**config.mk**
```make
export PLATFORM = sky130hd
export DESIGN_NAME = uart_rx_flat
export DESIGN_NICKNAME = d
export VERILOG_FILES = /design/src/rtl/uart_pkg.sv /design/src/rtl/uart_rx_if.sv /design/src/rtl/uart_bit_timer.sv /design/src/rtl/uart_rx.sv /design/src/flat_wrapper.sv
export SDC_FILE = /design/constraint.sdc
export NUM_CORES = 1
export LEC_CHECK = 0
export BUFFER_PORTS_ARGS = -buffer_cell sky130_fd_sc_hd__buf_2
export CORE_UTILIZATION = 25
export DETAILED_ROUTE_END_ITERATION = 8
export GPL_ROUTABILITY_DRIVEN = 0
export HOLD_SLACK_MARGIN = 0.12
export SETUP_SLACK_MARGIN = 0.1
export SYNTH_ARGS = -nofsm -noshare
export SYNTH_HDL_FRONTEND = slang
export SYNTH_SLANG_ARGS = --single-unit
```
**constraint.sdc**
```tcl
create_clock -name clock -period 2.5 [get_ports clock]
set_input_delay 0.25 -clock clock [delete_from_list [all_inputs] [get_ports clock]]
set_output_delay 0.25 -clock clock [all_outputs]
set_load 0.05 [all_outputs]
```
**src/rtl/uart_pkg.sv**
```systemverilog
// rtl/uart_pkg.sv - shared UART receiver/transmitter types and default constants
//
// Purpose: state encoding for the receiver FSM and the default bit timing
// shared by uart_rx and the future uart_tx.
// Ports: none (package).
package uart_pkg;

  typedef enum logic [1:0] {
    IDLE  = 2'd0,
    START = 2'd1,
    DATA  = 2'd2,
    STOP  = 2'd3
  } rx_state_t;

  localparam int CLKS_PER_BIT_DEF = 16;
  localparam int DATA_BITS_DEF    = 8;

endpackage

```
**src/rtl/uart_rx_if.sv**
```systemverilog
// rtl/uart_rx_if.sv - serial line and byte handshake bundle of the UART receiver
//
// Purpose: groups the raw RX line, the valid/ready byte holding register and
// the error pulses into one bundle.
// Ports (signals):
//   serial_in      raw asynchronous RX line, idle high
//   data_out       received byte, stable while data_valid=1
//   data_valid     holding register full
//   data_ready     consumer accepts data_out on an edge with data_valid & data_ready
//   framing_error  one-cycle pulse: stop bit sampled low
//   overrun        one-cycle pulse: completed byte dropped, holding register full
// Modports: master = receiver side, slave = line driver / byte consumer side.
interface uart_rx_if
  import uart_pkg::*;
#(
  parameter int DATA_BITS = DATA_BITS_DEF
) ();

  logic                 serial_in;
  logic [DATA_BITS-1:0] data_out;
  logic                 data_valid;
  logic                 data_ready;
  logic                 framing_error;
  logic                 overrun;

  modport master (
    input  serial_in,
    input  data_ready,
    output data_out,
    output data_valid,
    output framing_error,
    output overrun
  );

  modport slave (
    output serial_in,
    output data_ready,
    input  data_out,
    input  data_valid,
    input  framing_error,
    input  overrun
  );

endinterface

```
**src/rtl/uart_bit_timer.sv**
```systemverilog
// rtl/uart_bit_timer.sv - bit-period counter with half-bit and full-bit ticks
//
// Purpose: counts system clocks inside one serial bit. The counter only
// advances while enabled and only returns to zero through clear, so the
// owner decides exactly when a new bit period starts.
// Ports:
//   clock      system clock
//   reset_L    asynchronous active-low reset
//   clear      force counter to 0 on the next edge (has priority over enable)
//   enable     advance the counter by one
//   half_tick  counter is on the last clock of half a bit period
//   full_tick  counter is on the last clock of a full bit period
module uart_bit_timer
  import uart_pkg::*;
#(
  parameter  int CLKS_PER_BIT = CLKS_PER_BIT_DEF,
  localparam int CNT_W        = $clog2(CLKS_PER_BIT)
) (
  input  logic clock,
  input  logic reset_L,
  input  logic clear,
  input  logic enable,
  output logic half_tick,
  output logic full_tick
);

  logic [CNT_W-1:0] cnt_q, cnt_d;

  always_comb begin
    cnt_d = cnt_q;
    if (clear) begin
      cnt_d = '0;
    end else if (enable) begin
      cnt_d = cnt_q + CNT_W'(1);
    end
  end

  always_ff @(posedge clock or negedge reset_L) begin
    if (!reset_L) begin
      cnt_q <= '0;
    end else begin
      cnt_q <= cnt_d;
    end
  end

  assign half_tick = enable && (cnt_q == CNT_W'(CLKS_PER_BIT / 2 - 1));
  assign full_tick = enable && (cnt_q == CNT_W'(CLKS_PER_BIT - 1));

endmodule

```
**src/rtl/uart_rx.sv**
```systemverilog
// rtl/uart_rx.sv - oversampling 8N1-style UART receiver with valid/ready byte output
//
// Purpose: synchronises the raw RX line, finds the start edge, samples each
// bit in its middle, shifts LSB first and hands the byte to a one-entry
// valid/ready holding register. Bad stop bits and dropped bytes are reported
// as single-cycle pulses.
// Ports:
//   clock    system clock, all logic on posedge
//   reset_L  asynchronous active-low reset
//   rx_if    uart_rx_if.master: serial_in, data_ready in;
//            data_out, data_valid, framing_error, overrun out
module uart_rx
  import uart_pkg::*;
#(
  parameter int CLKS_PER_BIT = CLKS_PER_BIT_DEF,
  parameter int DATA_BITS    = DATA_BITS_DEF
) (
  input  logic      clock,
  input  logic      reset_L,
  uart_rx_if.master rx_if
);

  localparam int IDX_W = $clog2(DATA_BITS);

  rx_state_t            state_q, state_d;
  logic                 sync1_q, sync1_d;
  logic                 sync2_q, sync2_d;
  logic                 rx_prev_q, rx_prev_d;
  logic [IDX_W-1:0]     bit_idx_q, bit_idx_d;
  logic [DATA_BITS-1:0] shift_q, shift_d;
  logic [DATA_BITS-1:0] data_out_q, data_out_d;
  logic                 data_valid_q, data_valid_d;
  logic                 framing_error_q, framing_error_d;
  logic                 overrun_q, overrun_d;

  logic rx_s;
  logic timer_clear;
  logic timer_enable;
  logic half_tick;
  logic full_tick;

  assign rx_s = sync2_q;

  uart_bit_timer #(
    .CLKS_PER_BIT(CLKS_PER_BIT)
  ) u_bit_timer (
    .clock     (clock),
    .reset_L   (reset_L),
    .clear     (timer_clear),
    .enable    (timer_enable),
    .half_tick (half_tick),
    .full_tick (full_tick)
  );

  // State register
  always_ff @(posedge clock or negedge reset_L) begin
    if (!reset_L) begin
      state_q <= IDLE;
    end else begin
      state_q <= state_d;
    end
  end

  // Next-state logic
  always_comb begin
    state_d = state_q;
    case (state_q)
      // Only a high-to-low transition starts a frame, so a line parked low
      // after a framing error stays idle until it has gone high again.
      IDLE:  if (!rx_s && rx_prev_q) state_d = START;
      START: if (half_tick) state_d = rx_s ? IDLE : DATA;
      DATA:  if (full_tick && (bit_idx_q == IDX_W'(DATA_BITS - 1))) state_d = STOP;
      // Leaving at mid-stop-bit leaves half a bit to catch the next start edge.
      STOP:  if (full_tick) state_d = IDLE;
      default: state_d = IDLE;
    endcase
  end

  // Output and datapath logic
  always_comb begin
    sync1_d         = rx_if.serial_in;
    sync2_d         = sync1_q;
    rx_prev_d       = sync2_q;
    timer_clear     = 1'b0;
    timer_enable    = (state_q != IDLE);
    bit_idx_d       = bit_idx_q;
    shift_d         = shift_q;
    data_out_d      = data_out_q;
    data_valid_d    = data_valid_q;
    framing_error_d = 1'b0;
    overrun_d       = 1'b0;

    if (data_valid_q && rx_if.data_ready) begin
      data_valid_d = 1'b0;
    end

    case (state_q)
      IDLE: begin
        timer_clear = 1'b1;
      end
      START: begin
        if (half_tick) begin
          timer_clear = 1'b1;
          bit_idx_d   = '0;
        end
      end
      DATA: begin
        if (full_tick) begin
          timer_clear = 1'b1;
          shift_d     = {rx_s, shift_q[DATA_BITS-1:1]};
          bit_idx_d   = bit_idx_q + IDX_W'(1);
        end
      end
      STOP: begin
        if (full_tick) begin
          timer_clear = 1'b1;
          if (!rx_s) begin
            framing_error_d = 1'b1;
          end else if (!data_valid_q || rx_if.data_ready) begin
            // An accept on this same edge frees the register for the new byte.
            data_out_d   = shift_q;
            data_valid_d = 1'b1;
          end else begin
            overrun_d = 1'b1;
          end
        end
      end
      default: begin
        timer_clear = 1'b1;
      end
    endcase
  end

  // Datapath registers; the synchroniser resets to the idle line level.
  always_ff @(posedge clock or negedge reset_L) begin
    if (!reset_L) begin
      sync1_q         <= 1'b1;
      sync2_q         <= 1'b1;
      rx_prev_q       <= 1'b1;
      bit_idx_q       <= '0;
      shift_q         <= '0;
      data_out_q      <= '0;
      data_valid_q    <= 1'b0;
      framing_error_q <= 1'b0;
      overrun_q       <= 1'b0;
    end else begin
      sync1_q         <= sync1_d;
      sync2_q         <= sync2_d;
      rx_prev_q       <= rx_prev_d;
      bit_idx_q       <= bit_idx_d;
      shift_q         <= shift_d;
      data_out_q      <= data_out_d;
      data_valid_q    <= data_valid_d;
      framing_error_q <= framing_error_d;
      overrun_q       <= overrun_d;
    end
  end

  assign rx_if.data_out      = data_out_q;
  assign rx_if.data_valid    = data_valid_q;
  assign rx_if.framing_error = framing_error_q;
  assign rx_if.overrun       = overrun_q;

endmodule
```
**src/flat_wrapper.sv**
```systemverilog
// flat-port wrapper written by rule: the top's interface ports become plain ports
module uart_rx_flat import uart_pkg::*;
#(
  parameter int CLKS_PER_BIT = CLKS_PER_BIT_DEF,
  parameter int DATA_BITS    = DATA_BITS_DEF
)
  (clock, reset_L, rx_if_serial_in, rx_if_data_ready, rx_if_data_out, rx_if_data_valid, rx_if_framing_error, rx_if_overrun);
  uart_rx_if #(.DATA_BITS(DATA_BITS)) rx_if_i ();
  input  logic clock;
  input  logic reset_L;
  input wire logic [$bits(rx_if_i.serial_in)-1:0] rx_if_serial_in;
  input wire logic [$bits(rx_if_i.data_ready)-1:0] rx_if_data_ready;
  output wire logic [$bits(rx_if_i.data_out)-1:0] rx_if_data_out;
  output wire logic [$bits(rx_if_i.data_valid)-1:0] rx_if_data_valid;
  output wire logic [$bits(rx_if_i.framing_error)-1:0] rx_if_framing_error;
  output wire logic [$bits(rx_if_i.overrun)-1:0] rx_if_overrun;
  assign rx_if_i.serial_in = rx_if_serial_in;
  assign rx_if_i.data_ready = rx_if_data_ready;
  assign rx_if_data_out = rx_if_i.data_out;
  assign rx_if_data_valid = rx_if_i.data_valid;
  assign rx_if_framing_error = rx_if_i.framing_error;
  assign rx_if_overrun = rx_if_i.overrun;
  uart_rx #(.CLKS_PER_BIT(CLKS_PER_BIT), .DATA_BITS(DATA_BITS)) u_core (.clock(clock), .reset_L(reset_L), .rx_if(rx_if_i));
endmodule
```
==> reports/summary.txt, run 1 <==
IO Pins: 15
First-pass GRT wire length: 4.33 mm
Worst clock skew: 0.00484 ns
H-tree level count: 2
Setup violations, final: 0
Kind of critical path: reg -> reg
Period utilisation layout: 0.807
Hold Path End: u_core.rx_if.overrun$_DFF_PN0_
Num rows: 26
Max-slew headroom: 0.554
Most common cell after layout, fill and taps aside: dfrtp_1
DRT Wirelength: 2.46 mm
Diode count: 0
Num CTS Buffers: 5
Setup Buffers After CTS: 0
Post-DP HPWL: 1.81 mm
Tot GR Track Use: 0.0950
Placed cells: 190
WL per Instance: 12.3 um
Top FF cell, synth: dfrtp_1
CP Capture Type: flop
Port bufs: 14
Post-synthesis sequential area ratio: 0.561
Fin util: 0.320
Post-layout total power: 1.44 mW
# clock sinks: 31
Number of max-cap violations: 0
Cell Pwr Density: 863 nW/um2
Setup crit start kind: flop
Largest net degree at the start of global routing: 32
F_max: 496 MHz
DR DRC count: 0
Post-synthesis async set-or-reset flop share: 1.00
Setup slack on the worst flop-to-flop path: 0.48 ns
CTS tree: yes
Worst-path clk slew: 0.06 ns
Setup TNS: 0 ns
Drt initial violations: 28
Vias: 886
Hold depth: 3
Layout area overhead: 20.5%
Max Slew Vio Count: 0
Routed vias/inst: 4.43
Initial antenna violation count: 0
Vert. Die Dim: 76.5 um
Cell area after synthesis: 1390 um2
Nets@finish: 141
Initial DRT Pass Iterations: 4
Run status: completed
Initial core utilization: 0.265
Critical path, cell by cell: inv_1 -> ha_1 -> or2_1 -> a222oi_1 -> nand3_1 -> mux2i_1
Worst setup startpoint: u_core.state_q[0]$_DFFE_PN0P_
Detail Route Antenna Nets: 0
Syn avg cell area: 12.9 um2
Arrival @ worst endpoint: 2.18 ns
Placed inst area: 1540 um2
Die Wd: 76.5 um
Worst path bufs/invs: 1
Hold path start: rx_if_data_ready
Layout cells sized above 1: 0.277
Synth Warn #: 0
Fin cells: 200
CP top delay family: compound AO/OA/AOI/OAI gates
RSZ-0062 raised after global routing: no
Worst-case reg-to-reg path depth: 6
Critical-path top delay cell: a222oi_1
Bufs on Longest Clock Path: 2
Post-synthesis cell count: 108
Clk root buf: clkbuf_8
Post-synthesis sequential element count: 31
Hold Fails Final Rpt: 0
Commonest non-fill, non-tap cells in the layout: dfrtp_1 (28), buf_2 (14), nand2_1 (10)
Maximum VDD drop: 0.532 mV
Vias in the first global route: 942
Mapped Nets: 120
Overflow after GRT: 0
CP peak stage delay: 0.51 ns
Finished Cell Area: 1670 um2
Post-synth EDFFs: 0
Slew @ Worst Pin: 0.668 ns
Static Leak: 0.888 nW
Path type of the worst min-delay path: in -> reg
Crit Path Max Fanout: 7
Core area: 5240 um2
Post-layout min period: 2.02 ns
RR Startpoint: u_core.state_q[0]$_DFFE_PN0P_
Die area: 5860 um2
Netlist cell types: 29
Worst skew pair latency: 0.28 ns
Worst EP required: 2.66 ns
==> layout make-up <==
class                      count  area [um2]
fill                         523        3560
sequential                    31         779
multi-input combinational     71         581
timing repair buffer          17        97.6
tap                           70        87.6
clock buffer                   6        82.6
clock inverter                 2        35.0
inverter                       3        11.3
==> cell usage after synthesis (3+ instances only) <==
cell,number,area [um2]
nand3_1,3,15.0
nand2_1,10,37.5
nand2b_1,3,18.8
nor2_1,7,26.3
mux2_1,8,90.1
inv_1,3,11.3
nor2b_1,3,18.8
ha_1,8,100
dfstp_2,3,78.8
a22o_1,3,26.3
dfrtp_1,28,701
mux2_2,8,90.1
==> tightest hold or removal path, delay by kind of cell <==
| kind | cells | cell delay [ns] |
|---|---|---|
| buffers and inverters | 1 | 0.07 |
| and+or+nand+nor | 2 | 0.17 |
==> metrics by stage <==
| stage | worst slack [ns] | hold slack (ns) |
|---|---|---|
| floorplan | 0.653 | -0.0456 |
| global placement | 0.573 | 0.308 |
| detailed placement | 0.489 | 0.330 |
| CTS | 0.480 | 0.236 |
| global route | 0.288 | 0.250 |
| finish | 0.483 | 0.246 |
==> kinds of logic after synthesis <==
kind of cell	after synthesis	share of synthesized area
AO/OA/AOI/OAI	10	0.0577
XOR/XNOR	3	0.0189
flip-flops	31	0.561
buffers and inverters	6	0.0207
AND/OR/NAND/NOR	32	0.125
adder cells (fa/ha/maj)	8	0.0721
multiplexers	18	0.144
==> what timing repair did <==
action / CTS / global route
hold buffers: 2 / 0
gates resized for setup: 0 / 0
endpoints found under the hold margin: 29 / 0
==> flip-flops by register name (all words and copies together), names as in the netlist, named ones only <==
name and count:
u_core.shift_q 8, u_core.u_bit_timer.cnt_q 4, u_core.state_q 1, u_core.rx_prev_d 1, u_core.bit_idx_q 3, u_core.sync1_q 1, u_core.rx_if.data_out 8, u_core.rx_if.data_valid 1
u_core.rx_prev_q 1, u_core.rx_if.framing_error 1, u_core.rx_if.overrun 1
==> worst max path at each step <==
stage / to / slack (ns) / depth (start not counted)
after detailed placement: u_core.rx_if.data_out[4]$_DFFE_PN0P_ / 0.49 / 7
after CTS: u_core.rx_if.data_out[4]$_DFFE_PN0P_ / 0.48 / 7
after global placement: u_core.rx_if.data_out[1]$_DFFE_PN0P_ / 0.57 / 7
final: flop / 0.48 / 6
after floorplan: u_core.rx_if.data_out[0]$_DFFE_PN0P_ / 0.65 / 8
after global routing: u_core.state_q[0]$_DFFE_PN0P_ / 0.29 / 6
==> power by group <==
part / switching [mW] / total [mW] / internal (mW)
clock network: 0.181 / 0.503 / 0.322
logic: 0.201 / 0.345 / 0.144
registers: 0.0503 / 0.597 / 0.547
==> per-layer routing <==
layer  track usage  share of wire  routed length [um]
met1         0.104           0.42                1030
met2         0.159           0.52                1280
met3        0.0395          0.036                  89
met4        0.0442          0.022                  53
met5             0              0                   0
Note: power is estimated with default switching activity, not from simulation.
==> inputs of run 2 (changes only) <==
--- a/config.mk
+++ b/config.mk
@@ -5,6 +5,7 @@
 export SDC_FILE = /design/constraint.sdc
 export NUM_CORES = 1
 export LEC_CHECK = 0
+export ABC_AREA = 1
 export BUFFER_PORTS_ARGS = -buffer_cell sky130_fd_sc_hd__buf_2
 export CORE_UTILIZATION = 25
 export DETAILED_ROUTE_END_ITERATION = 8
==> constraint.sdc (replaced) <==
create_clock -name clock -period 1.8 [get_ports clock]
set_input_delay 0.18 -clock clock [delete_from_list [all_inputs] [get_ports clock]]
set_output_delay 0.18 -clock clock [all_outputs]
set_load 0.05 [all_outputs]
==> run 2 against run 1 <==
  * Final cell count rose by 27%
  * Routed wire length rose by 5.3%
  * Non-clock buffer count up 4
  * Register-to-register slack worse by 0.26 ns
  * Clock power is 10% higher
  * Count of clock-buffer cells in the layout is 1 higher
  * Global-route usage about the same
==> reports/summary.txt, run 2 <==
DRT Wirelength: 2.59 mm
Mapped Nets: 167
Critical path, cell by cell: inv_1 -> ha_2 -> inv_1 -> nand2_1 -> nor2_4 -> buf_4 -> nand2_1 -> nand3_2 -> a21oi_1
Worst-path clk slew: 0.07 ns
Diode count: 0
Area contributors post-synth: dfrtp_1 (48%), nand2_1 (8.8%), ha_1 (6.9%)
Vias in the first global route: 1061
Run status: completed
Initial DRT Pass Iterations: 4
Num rows: 27
Clk root buf: clkbuf_8
Post-layout min period: 1.57 ns
Initial antenna violation count: 0
F_max: 636 MHz
Num CTS Buffers: 5
Setup violations, final: 0
Bufs on Longest Clock Path: 2
Post-synthesis async set-or-reset flop share: 1.00
CTS tree: yes
Static Leak: 0.862 nW
Post-synth EDFFs: 0
Worst EP required: 2.00 ns
Most common cell after layout, fill and taps aside: nand2_1
Synth Warn #: 0
Layout cells sized above 1: 0.280
Post-synthesis sequential element count: 31
CP peak stage delay: 0.42 ns
Hold Fails Final Rpt: 0
CP Capture Type: flop
Number of max-cap violations: 0
Vert. Die Dim: 78.4 um
Cell area after synthesis: 1460 um2
# clock sinks: 31
Cell Pwr Density: 1100 nW/um2
Crit Path Max Fanout: 5
Post-synthesis sequential area ratio: 0.535
Detail Route Antenna Nets: 0
Slew @ Worst Pin: 0.665 ns
WL per Instance: 10.2 um
Area leader, netlist: dfrtp_1
Largest net degree at the start of global routing: 32
Layout area overhead: 22.7%
Syn avg cell area: 9.40 um2
IO Pins: 15
Register area: 781 um2
Worst skew pair latency: 0.28 ns
Top-count cell post-synth: nand2_1
Critical-path top delay cell: dfrtp_1
Netlist cell types: 20
Worst clock skew: 0.00803 ns
Placed cells: 241
Path type of the worst min-delay path: in -> reg
Top FF cell, synth: dfrtp_1
Setup crit start kind: flop
Port bufs: 14
Arrival @ worst endpoint: 1.77 ns
Core area: 5570 um2
DR DRC count: 0
Commonest non-fill, non-tap cells in the layout: nand2_1 (33), dfrtp_1 (27), inv_1 (24)
Tot GR Track Use: 0.0949
Die Wd: 78.4 um
Fin util: 0.321
Routed vias/inst: 4.02
RSZ-0062 raised after global routing: no
Die area: 6140 um2
CP top delay family: flip-flops
Period utilisation layout: 0.874
Post-synth top area share: 0.481
Post-synthesis cell count: 155
Nets@finish: 193
Initial core utilization: 0.262
Kind of critical path: reg -> reg
Post-synth top cells: nand2_1 (34), dfrtp_1 (28), inv_1 (24)
Worst path bufs/invs: 3
Fin cells: 254
Post-DP HPWL: 1.81 mm
Drt initial violations: 77
Multi-input gate area: 596 um2
Overflow after GRT: 0
Setup TNS: 0 ns
Vias: 1022
Maximum VDD drop: 0.365 mV
First-pass GRT wire length: 4.57 mm
Post-layout total power: 1.98 mW
H-tree level count: 2
Max Slew Vio Count: 0
Fillcell total: 598
Max-slew headroom: 0.556
run 2: stage by stage:
step	hold slack (ns)	setup slack (ns)	cell area (um2)
after floorplan	-0.116	0.229	1460
after global placement	0.265	0.171	1610
after detailed placement	0.264	0.107	1610
after CTS	0.214	0.100	1720
after global routing	0.226	0.0988	1790
final	0.226	0.227	1790
run 2: worst reg2reg max path, delay by kind of cell (launching register included):
| kind | cells | cell delay, ns |
|---|---|---|
| adders and majority gates | 1 | 0.24 |
| DFF | 1 | 0.42 |
| AOI/OAI and AO/OA | 1 | 0.14 |
| buffers and inverters | 3 | 0.36 |
| and+or+nand+nor | 4 | 0.36 |
run 2: logic make-up after synthesis:
family | share of synthesized area
adders and majority gates | 0.0687
buffers and inverters | 0.0773
and+or+nand+nor | 0.211
DFF | 0.535
xor gates and xnor gates | 0.0120
AOI/OAI and AO/OA | 0.0961
run 2: per-layer routing:
layer,part of all wire,wire [um],vias to the layer above,global-route usage
met2,0.45,1170,20,0.143
met3,0.050,129,2,0.0372
met5,0,0,-,0
met4,0.0066,17,0,0.0389
met1,0.49,1270,465,0.121
li1,-,-,535,-
run 2: final timing paths:
check,from,to,slack [ns],cells past startpoint
worst max register to register,flop,u_core.u_bit_timer.cnt_q[1]$_DFFE_PN0P_,0.23,9
worst max-delay path,flop,u_core.u_bit_timer.cnt_q[1]$_DFFE_PN0P_,0.23,9
worst min-delay path,rx_if_data_ready,u_core.rx_if.data_valid$_DFF_PN0_,0.23,4
worst min register to register,u_core.sync1_q$_DFF_PN1_,u_core.rx_prev_d$_DFF_PN1_,0.36,0
min in group asynchronous,reset_L,u_core.rx_if.data_out[1]$_DFFE_PN0P_,0.47,2
max in group asynchronous,reset_L,u_core.state_q[0]$_DFFE_PN0P_,0.86,2
run 2: layout make-up:
type | count | share of cell area
clock inverters | 1 | 0.00280
well taps | 72 | 0.0504
multi-input cells | 98 | 0.333
flip-flops and latches | 31 | 0.437
inverters | 24 | 0.0504
repair buffers | 21 | 0.0784
clock buffers | 7 | 0.0483
run 2: timing repair:
| item | CTS | global route |
|---|---|---|
| hold buffers | 2 | 0 |
| setup buffers | 0 | 3 |
| endpoints found under the hold margin | 29 | 0 |
| gates resized for setup | 1 | 8 |
| setup endpoints to repair | 1 | 25 |
| cloned | 0 | 0 |
run 2: power by group:
group	internal (mW)	leakage, nW	total, mW	switching (mW)
logic	0.234	0.396	0.607	0.373
clock network	0.308	0.0482	0.554	0.246
registers	0.762	0.417	0.814	0.0515
total	1.30	0.862	1.98	0.671
==> inputs of run 3 (changes only) <==
==> constraint.sdc (replaced) <==
create_clock -name clock -period 1.39 [get_ports clock]
set_input_delay 0.139 -clock clock [delete_from_list [all_inputs] [get_ports clock]]
set_output_delay 0.139 -clock clock [all_outputs]
set_load 0.05 [all_outputs]
==> run 3 against run 2 <==
  * The flow now finishes with violations (setup timing)
  * Sequential share of layout area fell by 8.8 points
  * Critical path depth down 1
  * Power rose by 76%
  * Routed wire length up 24%
  * Via count grew 16%
  * Core utilization grew 8.1 points
  * Combinational power is 150% higher
  * Clock power rose by 63%
  * Global-route usage is 1.5 points higher
  * Sequential power up 30%
  * Die area did not move
==> reports/summary.txt, run 3 (synthesized netlist as in run 2, its figures left out) <==
Run status: finished, violations left
Failing checks: setup timing
Initial core utilization: 0.262
Setup violations, final: 10
Finished Cell Area: 2240 um2
# clock sinks: 31
F_max: 708 MHz
Core area: 5570 um2
Hold Fails Final Rpt: 0
Drt initial violations: 44
Worst-case reg-to-reg path depth: 8
Diode count: 0
Crit path to: u_core.bit_idx_q[1]$_DFFE_PN0P_
Layout cells sized above 1: 0.543
Bufs on Longest Clock Path: 2
Worst-path clk slew: 0.06 ns
Die Wd: 78.4 um
RSZ-0062 raised after global routing: yes
Placed cells: 249
RR Startpoint: u_core.u_bit_timer.cnt_q[0]$_DFFE_PN0P_
Vert. Die Dim: 78.4 um
Most common cell after layout, fill and taps aside: dfrtp_1
Clk root buf: clkbuf_8
Initial DRT Pass Iterations: 4
Detail Route Antenna Nets: 0
Largest net degree at the start of global routing: 32
Met2 wire len: 1.70 mm
Static Leak: 0.996 nW
Num rows: 27
Fillcell total: 509
Worst skew pair latency: 0.28 ns
Top Layer Used: met4
H-tree level count: 2
Setup slack on the worst flop-to-flop path: -0.02 ns
Commonest non-fill, non-tap cells in the layout: dfrtp_1 (28), inv_1 (19), nand2_1 (15), buf_4 (15), buf_2 (14)
DRT met1 WL: 1.34 mm
Nets@finish: 210
IO Pins: 15
Num CTS Buffers: 5
Slew @ Worst Pin: 0.379 ns
Post-layout total power: 3.47 mW
WL per Instance: 11.8 um
First-pass GRT wire length: 5.09 mm
Worst clock skew: 0.00307 ns
Vias: 1184
CTS tree: yes
Setup crit start kind: flop
DRT Wirelength: 3.21 mm
Cell Pwr Density: 1550 nW/um2
Worst EP required: 1.55 ns
Met3 wire len: 130 um
DR DRC count: 0
Post-layout min period: 1.41 ns
Register area: 779 um2
Worst R2R End: u_core.bit_idx_q[1]$_DFFE_PN0P_
Layout area overhead: 53.6%
Placed inst area: 1720 um2
Arrival @ worst endpoint: 1.58 ns
Tot GR Track Use: 0.110
Routed vias/inst: 4.37
Port bufs: 14
Period utilisation layout: 1.02
Kind of critical path: reg -> reg
Maximum VDD drop: 0.565 mV
Max-slew headroom: 0.747
Post-DP HPWL: 1.87 mm
Crit Path Max Fanout: 6
Max Slew Vio Count: 0
Fin cells: 271
Path type of the worst min-delay path: in -> reg
Vias in the first global route: 1124
Initial antenna violation count: 0
Setup ws final: -0.0225 ns
Multi-input gate area: 860 um2
Die area: 6140 um2
Worst setup startpoint: u_core.u_bit_timer.cnt_q[0]$_DFFE_PN0P_
Overflow after GRT: 0
Number of max-cap violations: 0
CP Capture Type: flop
-- run 3: cell types whose count changed in the layout (fill, tap and decap cells not counted), sizes merged --
cell and delta:
clkbuf -1, nand2 +1, buf +16, bufinv +1
-- run 3: layout make-up --
cell class                 instances  area share
sequential                        31       0.348
clock buffer                       6      0.0369
tap                               72      0.0402
clock inverter                     2      0.0157
timing repair buffer              37       0.134
inverter                          24      0.0414
multi-input combinational         99       0.384
-- run 3: worst min-delay path by stage --
stage                                 from                                      end  slack, ns  depth (start not counted)
after floorplan                    reset_L               asynchronous set/reset pin      -0.16                          0
after global placement             reset_L  u_core.u_bit_timer.cnt_q[3]$_DFFE_PN0P_       0.18                          2
after detailed placement           reset_L  u_core.u_bit_timer.cnt_q[3]$_DFFE_PN0P_       0.18                          2
after CTS                 rx_if_data_ready           u_core.rx_if.overrun$_DFF_PN0_       0.18                          4
after global routing      rx_if_data_ready           u_core.rx_if.overrun$_DFF_PN0_       0.21                          4
final                     rx_if_data_ready           u_core.rx_if.overrun$_DFF_PN0_       0.18                          4
-- run 3: routing by layer --
layer	GRT usage	vias to the layer above
met1	0.129	577
met4	0.0537	0
met3	0.0349	6
li1	-	579
met5	0	-
met2	0.182	22
-- run 3: worst max-delay path, stage by stage, from the launching register on --
cell     delay, ns
dfrtp_1       0.42
ha_4          0.18
inv_1         0.10
nor2_4        0.14
nand3_2       0.10
nand2_4       0.12
nand3_4       0.11
nand2_1       0.08
o21ai_1       0.06
-- run 3: timing repair --
item                                    4_1_cts  5_1_grt
setup buffers                                 8        3
endpoints found under the setup margin       26       28
hold buffers                                  2        0
gates resized for setup                      45       27
endpoints found under the hold margin        29        0
pin swaps                                    16        7
cloned                                        1        1
-- run 3: power breakdown --
group	leakage, nW	total (mW)	switching (mW)	internal, mW
registers	0.418	1.06	0.0773	0.984
clock network	0.0612	0.904	0.325	0.579
logic	0.516	1.51	0.805	0.701
-- run 3: metrics by stage --
stage	setup TNS, ns	setup slack [ns]	util	hold WS, ns
2_1_floorplan	-0.364	-0.0882	-	-0.157
3_3_place_gp	-0.0745	-0.0270	0.309	0.180
3_5_place_dp	-0.813	-0.0909	0.309	0.179
4_1_cts	-0.0629	-0.0105	0.380	0.177
5_1_grt	-1.61	-0.117	0.402	0.205
6_report	-0.0962	-0.0225	0.402	0.184
